**src/rtl/neuron_weight_sequencer_pkg.sv**
```systemverilog
// Shared beat layout, control-code width and sequencer FSM states.
// Beat layout, MSB first: {first, last, code[C-1:0], w[NB*WD-1:0]}.
package neuron_weight_sequencer_pkg;

    typedef enum logic {
        IDLE = 1'b0,
        RUN  = 1'b1
    } state_t;

    // Rate-coded spikes carry a 2-bit code; every other encoding uses 1 bit.
    function automatic int ctrl_width(input logic is_rc);
        return is_rc ? 2 : 1;
    endfunction

    function automatic int w_lsb();
        return 0;
    endfunction

    function automatic int code_lsb(input int nb, input int wd);
        return nb * wd;
    endfunction

    function automatic int last_bit(input int c, input int nb, input int wd);
        return nb * wd + c;
    endfunction

    function automatic int first_bit(input int c, input int nb, input int wd);
        return nb * wd + c + 1;
    endfunction

    function automatic int beat_width(input int c, input int nb, input int wd);
        return nb * wd + c + 2;
    endfunction

endpackage

```
**src/rtl/neuron_weight_sequencer_weight_bank.sv**
```systemverilog
// NA x RW weight row store: one synchronous write port, one combinational read port.
// Reads see the pre-edge contents, so a same-edge write is not visible to that read.
module neuron_weight_sequencer_weight_bank #(
    parameter int NA = 4,
    parameter int RW = 16,
    parameter int AW = 2
) (
    input  logic          clk,
    input  logic          rst_n,
    input  logic          we,
    input  logic [AW-1:0] waddr,
    input  logic [RW-1:0] wdata,
    input  logic [AW-1:0] raddr,
    output logic [RW-1:0] rdata
);

    logic [RW-1:0] rows [NA];

    always_ff @(posedge clk or negedge rst_n) begin
        if (!rst_n) begin
            for (int i = 0; i < NA; i++) begin
                rows[i] <= '0;
            end
        end else if (we && (int'(waddr) < NA)) begin
            rows[waddr] <= wdata;
        end
    end

    assign rdata = rows[raddr];

endmodule

```
**src/rtl/neuron_weight_sequencer.sv**
```systemverilog
// Captures one spike frame, then streams NA beats {first,last,code,weight row}; beat 0 valid one edge after accept.
// Output register advances only when empty or consumed; a new frame is taken on the edge the last beat leaves.
module neuron_weight_sequencer
    import neuron_weight_sequencer_pkg::*;
#(
    parameter int NA   = 4,
    parameter int NB   = 4,
    parameter int WD   = 4,
    parameter     TYPE = "rc",
    localparam int C   = ctrl_width(TYPE == "rc"),
    localparam int AW  = (NA > 1) ? $clog2(NA) : 1,
    localparam int BW  = beat_width(C, NB, WD)
) (
    input  logic               iCLK,
    input  logic               iRST,
    input  logic               iValid_AM_Spike,
    output logic               oReady_AM_Spike,
    input  logic [NA*C-1:0]    iData_AM_Spike,
    output logic               oValid_BS_Ctrl_Weit,
    input  logic               iReady_BS_Ctrl_Weit,
    output logic [BW-1:0]      oData_BS_Ctrl_Weit,
    input  logic               iWe,
    input  logic [AW-1:0]      iWaddr,
    input  logic [NB*WD-1:0]   iWdata
);

    localparam int FIRST_BIT = first_bit(C, NB, WD);
    localparam int LAST_BIT  = last_bit(C, NB, WD);
    localparam int CODE_LSB  = code_lsb(NB, WD);
    localparam int W_LSB     = w_lsb();

    state_t           state;
    logic [AW-1:0]    cnt;
    logic [NA*C-1:0]  frame;
    logic             out_vld;
    logic [BW-1:0]    out_dat;

    logic             load;
    logic             accept;
    logic [AW-1:0]    rd_row;
    logic [NB*WD-1:0] rd_dat;
    logic [C-1:0]     run_code;
    logic [BW-1:0]    beat;

    assign load            = !out_vld || iReady_BS_Ctrl_Weit;
    assign oReady_AM_Spike = (state == IDLE) && load;
    assign accept          = iValid_AM_Spike && oReady_AM_Spike;

    // In IDLE the only beat that can be loaded is beat 0 of the incoming frame.
    assign rd_row   = (state == IDLE) ? '0 : cnt;
    assign run_code = frame[int'(cnt)*C +: C];

    neuron_weight_sequencer_weight_bank #(
        .NA (NA),
        .RW (NB*WD),
        .AW (AW)
    ) u_weight_bank (
        .clk   (iCLK),
        .rst_n (iRST),
        .we    (iWe),
        .waddr (iWaddr),
        .wdata (iWdata),
        .raddr (rd_row),
        .rdata (rd_dat)
    );

    always_comb begin
        beat                   = '0;
        beat[FIRST_BIT]        = (state == IDLE);
        beat[LAST_BIT]         = (state == IDLE) ? (NA == 1) : (cnt == AW'(NA-1));
        beat[CODE_LSB +: C]    = (state == IDLE) ? iData_AM_Spike[C-1:0] : run_code;
        beat[W_LSB +: NB*WD]   = rd_dat;
    end

    always_ff @(posedge iCLK or negedge iRST) begin
        if (!iRST) begin
            state   <= IDLE;
            cnt     <= '0;
            frame   <= '0;
            out_vld <= 1'b0;
            out_dat <= '0;
        end else begin
            case (state)
                IDLE: begin
                    if (accept) begin
                        frame   <= iData_AM_Spike;
                        out_vld <= 1'b1;
                        out_dat <= beat;
                        if (NA > 1) begin
                            state <= RUN;
                            cnt   <= AW'(1);
                        end else begin
                            cnt   <= '0;
                        end
                    end else if (load) begin
                        out_vld <= 1'b0;
                    end
                end
                RUN: begin
                    if (load) begin
                        out_vld <= 1'b1;
                        out_dat <= beat;
                        if (cnt == AW'(NA-1)) begin
                            state <= IDLE;
                            cnt   <= '0;
                        end else begin
                            cnt   <= cnt + 1'b1;
                        end
                    end
                end
                default: begin
                    state <= IDLE;
                    cnt   <= '0;
                end
            endcase
        end
    end

    assign oValid_BS_Ctrl_Weit = out_vld;
    assign oData_BS_Ctrl_Weit  = out_dat;

endmodule
```
**config.mk**
```make
export PLATFORM = sky130hd
export DESIGN_NAME = neuron_weight_sequencer
export DESIGN_NICKNAME = d
export VERILOG_FILES = /design/src/rtl/neuron_weight_sequencer_pkg.sv /design/src/rtl/neuron_weight_sequencer_weight_bank.sv /design/src/rtl/neuron_weight_sequencer.sv
export SDC_FILE = /design/constraint.sdc
export NUM_CORES = 1
export LEC_CHECK = 0
export ABC_AREA = 1
export BUFFER_PORTS_ARGS = -buffer_cell sky130_fd_sc_hd__buf_4
export CORE_MARGIN = 2
export CORE_UTILIZATION = 62
export DETAILED_ROUTE_END_ITERATION = 10
export PLACE_DENSITY_LB_ADDON = 0.3
export SYNTH_ARGS = -nofsm -noshare
export SYNTH_HDL_FRONTEND = slang
export SYNTH_SLANG_ARGS = --single-unit
```
**constraint.sdc**
```tcl
create_clock -name iCLK -period 4.15 [get_ports iCLK]
set_clock_uncertainty 0.2 [all_clocks]
set_input_delay 0.2075 -clock iCLK [delete_from_list [all_inputs] [get_ports iCLK]]
set_output_delay 0.2075 -clock iCLK [all_outputs]
set_load 0.005 [all_outputs]
```
==> results of run 1 <==
[report_power, final]
group / switching, uW / leakage [uW] / total (uW) / internal, uW
Sequential: 207 / 0.00120 / 1390 / 1180
Clock: 321 / 0.000127 / 757 / 436
Combinational: 669 / 0.00156 / 1120 / 451
Total: 1200 / 0.00288 / 3260 / 2070
[sequential cells by signal, indices dropped and copies added (netlist names)]
signal,count
frame,8
oValid_BS_Ctrl_Weit,1
oData_BS_Ctrl_Weit,20
u_weight_bank.rows,64
cnt,2
state,1
[worst paths after layout]
path | to | slack (ps) | start
min in group asynchronous | frame[4] | 260 | iRST
max in group asynchronous | u_weight_bank.rows[53] | 2580 | iRST
min | frame[2] | 20 | iValid_AM_Spike
max reg2reg | oData_BS_Ctrl_Weit[1] | 1540 | cnt[0]
min reg2reg | oData_BS_Ctrl_Weit[6] | 290 | oData_BS_Ctrl_Weit[6]
max | oData_BS_Ctrl_Weit[1] | 1540 | cnt[0]
[tightest hold or removal path: cells and delay by family]
family,cells,cell delay (ps)
buf+inv,1,160
simple gates,2,160
[stage by stage]
step / instance area [um^2] / utilization, % / instances / total power (uW)
2_1_floorplan: 4378 / - / 572 / 2089
3_3_place_gp: 4775 / 69.89 / 695 / 2397
3_5_place_dp: 4775 / 69.89 / 695 / 2446
4_1_cts: 5349 / 78.30 / 743 / 3234
5_1_grt: 5349 / 78.30 / 743 / 3496
6_report: 5349 / 78.30 / 743 / 3264
[logic make-up after synthesis]
logic type / synth area share, %
AOI/OAI and AO/OA: 8.403
buffers and inverters: 8.774
adders and majority gates: 0.2858
and+or+nand+nor: 27.67
DFF: 54.87
[repair_timing]
item	in CTS	in global routing
setup buffers	0	0
gates resized for setup	0	0
hold buffers	32	0
hold endpoints to repair	134	0
[cell type report]
cell class / count / share of cell area, %
multi-input combinational: 380 / 29.75
tap: 96 / 2.246
sequential: 96 / 44.91
timing repair buffer: 85 / 13.43
clock buffer: 12 / 2.901
clock inverter: 4 / 1.848
inverter: 70 / 4.912
[layer usage]
metal	vias to the layer above	global-route usage (%)
li1	1876	-
met1	1809	38.79
met2	155	45.59
met3	30	4.995
met4	0	11.29
met5	-	0
[synth_stat cells, drive strengths merged]
| cell type | count |
|---|---|
| a21oi | 1 |
| buf | 15 |
| clkbuf | 11 |
| dfrtp | 96 |
| ha | 1 |
| inv | 70 |
| nand2 | 240 |
| nand3 | 32 |
| nor2 | 38 |
| o21ai | 68 |
==> flow_metrics.tcl, run 1 <==
set metrics [dict create \
    routabilityCongestion 0.8335 \
    synth_area_leader_cell "dfrtp_1" \
    pre_cts_ws_ps 1635 \
    wl_met3_um 572 \
    register_area_um2 2402 \
    cp_num_buf_inv 1 \
    cts-buffers-inserted 9 \
    r2r_cells 7 \
    track_usage_pct 28.41 \
    drc 0 \
    cp_common_cell "nand2_1" \
    fmax_mhz 383.5 \
    drive_above_1_share_pct 11.59 \
    irDropWorstVdd_uv 259.2 \
    drtIter0Drc 371 \
    fin_crit_sh_pct 62.83 \
    ios 53 \
    crit_type "flop to flop" \
    io_buffers 52 \
    hold_class "primary input to flop" \
    synth_area_leaders "dfrtp_1 (55%), nand2_1 (20%), o21ai_0 (7.7%)" \
    cp-start-kind "flop" \
    yosysTopAreaCellShare_pct 54.87 \
    grt_overflow_total 0 \
    whs_ps 16.69 \
    slowest_stage "dfrtp_1" \
    cts_root_buf "clkbuf_8" \
    final_common_cell "nand2_1" \
    routedWlPerCell_um 13.73 \
    antenna_found_initial 0 \
    worst_pin_slew_ps 1176 \
    num_vias 3870 \
    syn_to_final_growth_pct 22.18 \
    fillers 483 \
    htree_levels 3 \
    core-area_um2 6832 \
    fin_ws_ps 1543 \
    die_y_um 88.03 \
    grt_max_degree 70 \
    path_max_fanout 32 \
    synth_cells 572 \
    wl_mm 10.20 \
    cap_violations 0 \
    outcome "completed" \
    ys_types 15 \
    power.density_nw_per_um2 610.1 \
    final_nets 674 \
    synth_seq_cells 96 \
    diodes 0 \
    cts_buffer_depth 2 \
    final-setup-viol-count 0 \
    cp_top_family "flip-flops" \
    finalCriticalPeriod_ps 2607 \
    cp.depth 7 \
    rsz0062_at_grt "false" \
    hold_depth 3 \
    syn-num-nets 604 \
    slowest_delay_ps 910 \
    highest_layer "met4" \
    clk_pin_slew_worst_paths_ps 100 \
    cts.sinks 96 \
    critPathArrivalTime_ps 2670 \
    final.setup.tns_ps 0 \
    fp.dieW_um 88.03 \
    firstDrtPassIters 5 \
    slew_viol_final 0 \
    synth.cell_area_um2 4378 \
    worstPathRequired_ps 4210 \
    drt-met1-wl_mm 4.570 \
    avgViaCountPerCell 5.209 \
    wl_met2_mm 4.815 \
    slew_headroom_pct 21.40 \
    die_area_um2 7749 \
    layout_common_cells "nand2_1 (237), dfrtp_1 (96), inv_1 (68)" \
    multi_input_area_um2 1592 \
    std_cell_rows 30 \
    initial_core_util_pct 64.08 \
    dp_hpwl_mm 5.962 \
    grt_pass1_wl_mm 17.03 \
    synth_warnings 0 \
    grt_pass1_vias 3633 \
    final-hold-violation-count 0 \
    antenna_left 0 \
    end_kind "flop" \
    cp_cell_sequence "nand2_2 > inv_2 > nand2_1 > nand3_1 > nand2_1 > nand2_1 > nand2_1" \
    synth_seq_area_share_pct 54.87 \
    synth_area_per_cell_um2 7.654 \
    clock_latency_ps 360 \
    cts_tree "done" \
    p_leak_uw 0.002880 \
]
Power figures use the tool's default switching activity.
==> run 2, diff against run 1 <==
ABC_AREA = 0   (was 1)
CORE_UTILIZATION = 57   (was 62)
clock period = 2.5 ns   (was 4.15 ns; I/O delays follow)
==> run 2 against run 1 <==
Area after synthesis shrank 3.3%. Critical path depth shrank 3. Total power is 56% higher. Die area increased by 5.0%. Final area fell by 3.4%. Clock power is 37% higher. Combinational power grew 52%. Via count shrank 25%. Sequential share of layout area rose by 1.6 points. Global-route usage down 5.8 points. Non-clock buffer count unchanged. Worst setup slack got worse by 1100 ps. Critical path type unchanged.
==> flow_metrics.tcl, run 2 <==
set metrics [dict create \
    p_leak_uw 0.002296 \
    synth_seq_cells 96 \
    ios 53 \
    hold_depth 3 \
    slew_viol_final 0 \
    num_vias 2906 \
    drc 0 \
    reg2reg_from "cnt[0]" \
    synth_area_per_cell_um2 13.03 \
    path_max_fanout 29 \
    slowest_delay_ps 700 \
    grt_overflow_total 0 \
    io_buffers 52 \
    synth_cells 325 \
    syn_to_final_growth_pct 22.04 \
    worstPathRequired_ps 2550 \
    layout_common_cells "dfrtp_1 (96), mux2_2 (68), buf_4 (57)" \
    avgViaCountPerCell 5.743 \
    cts_root_buf "clkbuf_8" \
    final_common_cell "dfrtp_1" \
    rsz0062_at_grt "false" \
    cp_top_family "flip-flops" \
    fin_crit_sh_pct 81.98 \
    dp_hpwl_mm 5.580 \
    slowest_stage "dfrtp_1" \
    fmax_mhz 487.9 \
    hold_class "primary input to flop" \
    final-setup-viol-count 0 \
    antenna_found_initial 0 \
    drtIter0Drc 137 \
    yosysMostFrequentCell "dfrtp_1" \
    cap_violations 0 \
    clk_pin_slew_worst_paths_ps 90 \
    synth_area_leaders "dfrtp_1 (57%), mux2_2 (18%), mux2i_1 (3.3%)" \
    std_cell_rows 31 \
    cp_cell_sequence "buf_4 > mux2i_1 > o221ai_1 > o22a_1" \
    end_kind "flop" \
    worstSetupStartpoint "cnt[0]" \
    antenna_left 0 \
    synth_area_leader_cell "dfrtp_1" \
    cts_tree "done" \
    critPathArrivalTime_ps 2100 \
    fp.dieW_um 90.20 \
    cts_buffer_depth 2 \
    cts-buffers-inserted 9 \
    htree_levels 3 \
    ys.flop_type "dfrtp_1" \
    diodes 0 \
    slew_headroom_pct 60.35 \
    grt_pass1_wl_mm 14.70 \
    synth_warnings 0 \
    postCtsSetupBuffers 0 \
    wl_mm 8.740 \
    cp.depth 4 \
    core-area_um2 7214 \
    synth-async-reset-ratio_pct 100.0 \
    firstDrtPassIters 4 \
    pre_cts_ws_ps 444.3 \
    yosysTopAreaCellShare_pct 56.72 \
    routabilityCongestion 0.7444 \
    syn-num-nets 357 \
    fin_util_pct 71.64 \
    ys_types 36 \
    grt_pass1_vias 3085 \
    cts.sinks 96 \
    cp_num_buf_inv 1 \
    outcome "completed" \
    track_usage_pct 22.60 \
    worst_pin_slew_ps 594.8 \
    final_nets 434 \
    synth_edf_count 0 \
    die_y_um 90.20 \
    crit_type "flop to flop" \
    fin_ws_ps 450.5 \
    r2r_setup_slack_ps 450 \
    hp-start "iWaddr[0]" \
    largest_reg_flops 64 \
    initial_core_util_pct 58.71 \
    drive_above_1_share_pct 36.86 \
    irDropWorstVdd_uv 712.2 \
    whs_ps 19.10 \
    final-hold-violation-count 0 \
    power.density_nw_per_um2 985.1 \
    clock_latency_ps 350 \
    die_area_um2 8136 \
    top_register "u_weight_bank.rows" \
    final.setup.tns_ps 0 \
    synth_seq_area_share_pct 56.72 \
    r2r_cells 4 \
    cp-start-kind "flop" \
    finalCriticalPeriod_ps 2049 \
    grt_max_degree 53 \
    synth.cell_area_um2 4235 \
    routedWlPerCell_um 17.27 \
    synth_commonest_cells "dfrtp_1 (96), mux2_2 (68), a21oi_1 (20), mux2i_1 (14)" \
]
[run 2: changes by cell type after synthesis, sizes merged, moves of 7 or more]
| cell | previous run | this run |
|---|---|---|
| nor2 | 38 | 11 |
| nand3 | 32 | 11 |
| a21oi | 1 | 20 |
| o21ai | 68 | 14 |
| mux2i | 0 | 14 |
| nand2b | 0 | 10 |
| o22a | 0 | 10 |
| clkbuf | 11 | 4 |
| nand2 | 240 | 14 |
| o221ai | 0 | 9 |
| inv | 70 | 9 |
| mux2 | 0 | 68 |
[run 2: final cells by class]
class / count / area [um^2]
Clock buffer: 11 / 151.4
Fill cell: 520 / 2046
Inverter: 9 / 33.78
Tap cell: 99 / 123.9
Sequential cell: 96 / 2402
Clock inverter: 5 / 55.05
Multi-Input combinational cell: 201 / 1684
Timing Repair Buffer: 85 / 718.2
[run 2: repair_timing]
action | 4_1_cts | 5_1_grt
gates resized for setup | 0 | 0
hold buffers | 27 | 0
endpoints found under the hold margin | 123 | 0
[run 2: worst register-to-register path, cell delays in order, from the launching register on]
cell	delay (ps)
dfrtp_1	700
buf_4	450
mux2i_1	280
o221ai_1	130
o22a_1	190
[run 2: layer usage]
layer	track usage, %	vias up	routed length [um]
li1	-	1338	-
met1	29.11	1477	3770
met2	38.85	83	4463
met3	5.448	8	414
met4	5.513	0	91
met5	0	-	0
[run 2: logic make-up (layout without fill, tap and decap cells)]
| family | count (synthesis) | count (layout) | share of synthesized area (%) |
|---|---|---|---|
| fa+ha+maj | 1 | 1 | 0.2954 |
| simple gates | 53 | 53 | 6.854 |
| buf+inv | 28 | 110 | 3.574 |
| flops | 96 | 96 | 56.72 |
| compound gates | 63 | 63 | 10.02 |
| mux | 84 | 84 | 22.54 |
[run 2: path summary, 6_finish.rpt]
path,endpoint
max in group asynchronous,u_weight_bank.rows[23]
setup / recovery,oData_BS_Ctrl_Weit[14]
hold / removal,u_weight_bank.rows[50]
min in group asynchronous,u_weight_bank.rows[25]
hold reg to reg,u_weight_bank.rows[29]
setup reg to reg,oData_BS_Ctrl_Weit[14]
[run 2: stage by stage]
step                area, um^2  instances  total power [uW]
floorplan                 4235        325              3420
global placement          4692        463              3968
detailed placement        4692        463              4055
CTS                       5169        506              5121
global route              5169        506              5391
finish                    5169        506              5092
[run 2: where the power goes]
group / internal (uW) / leakage (uW) / switching, uW
registers: 2000 / 0.00113 / 353
clock network: 514 / 0.000101 / 526
logic: 960 / 0.00106 / 740
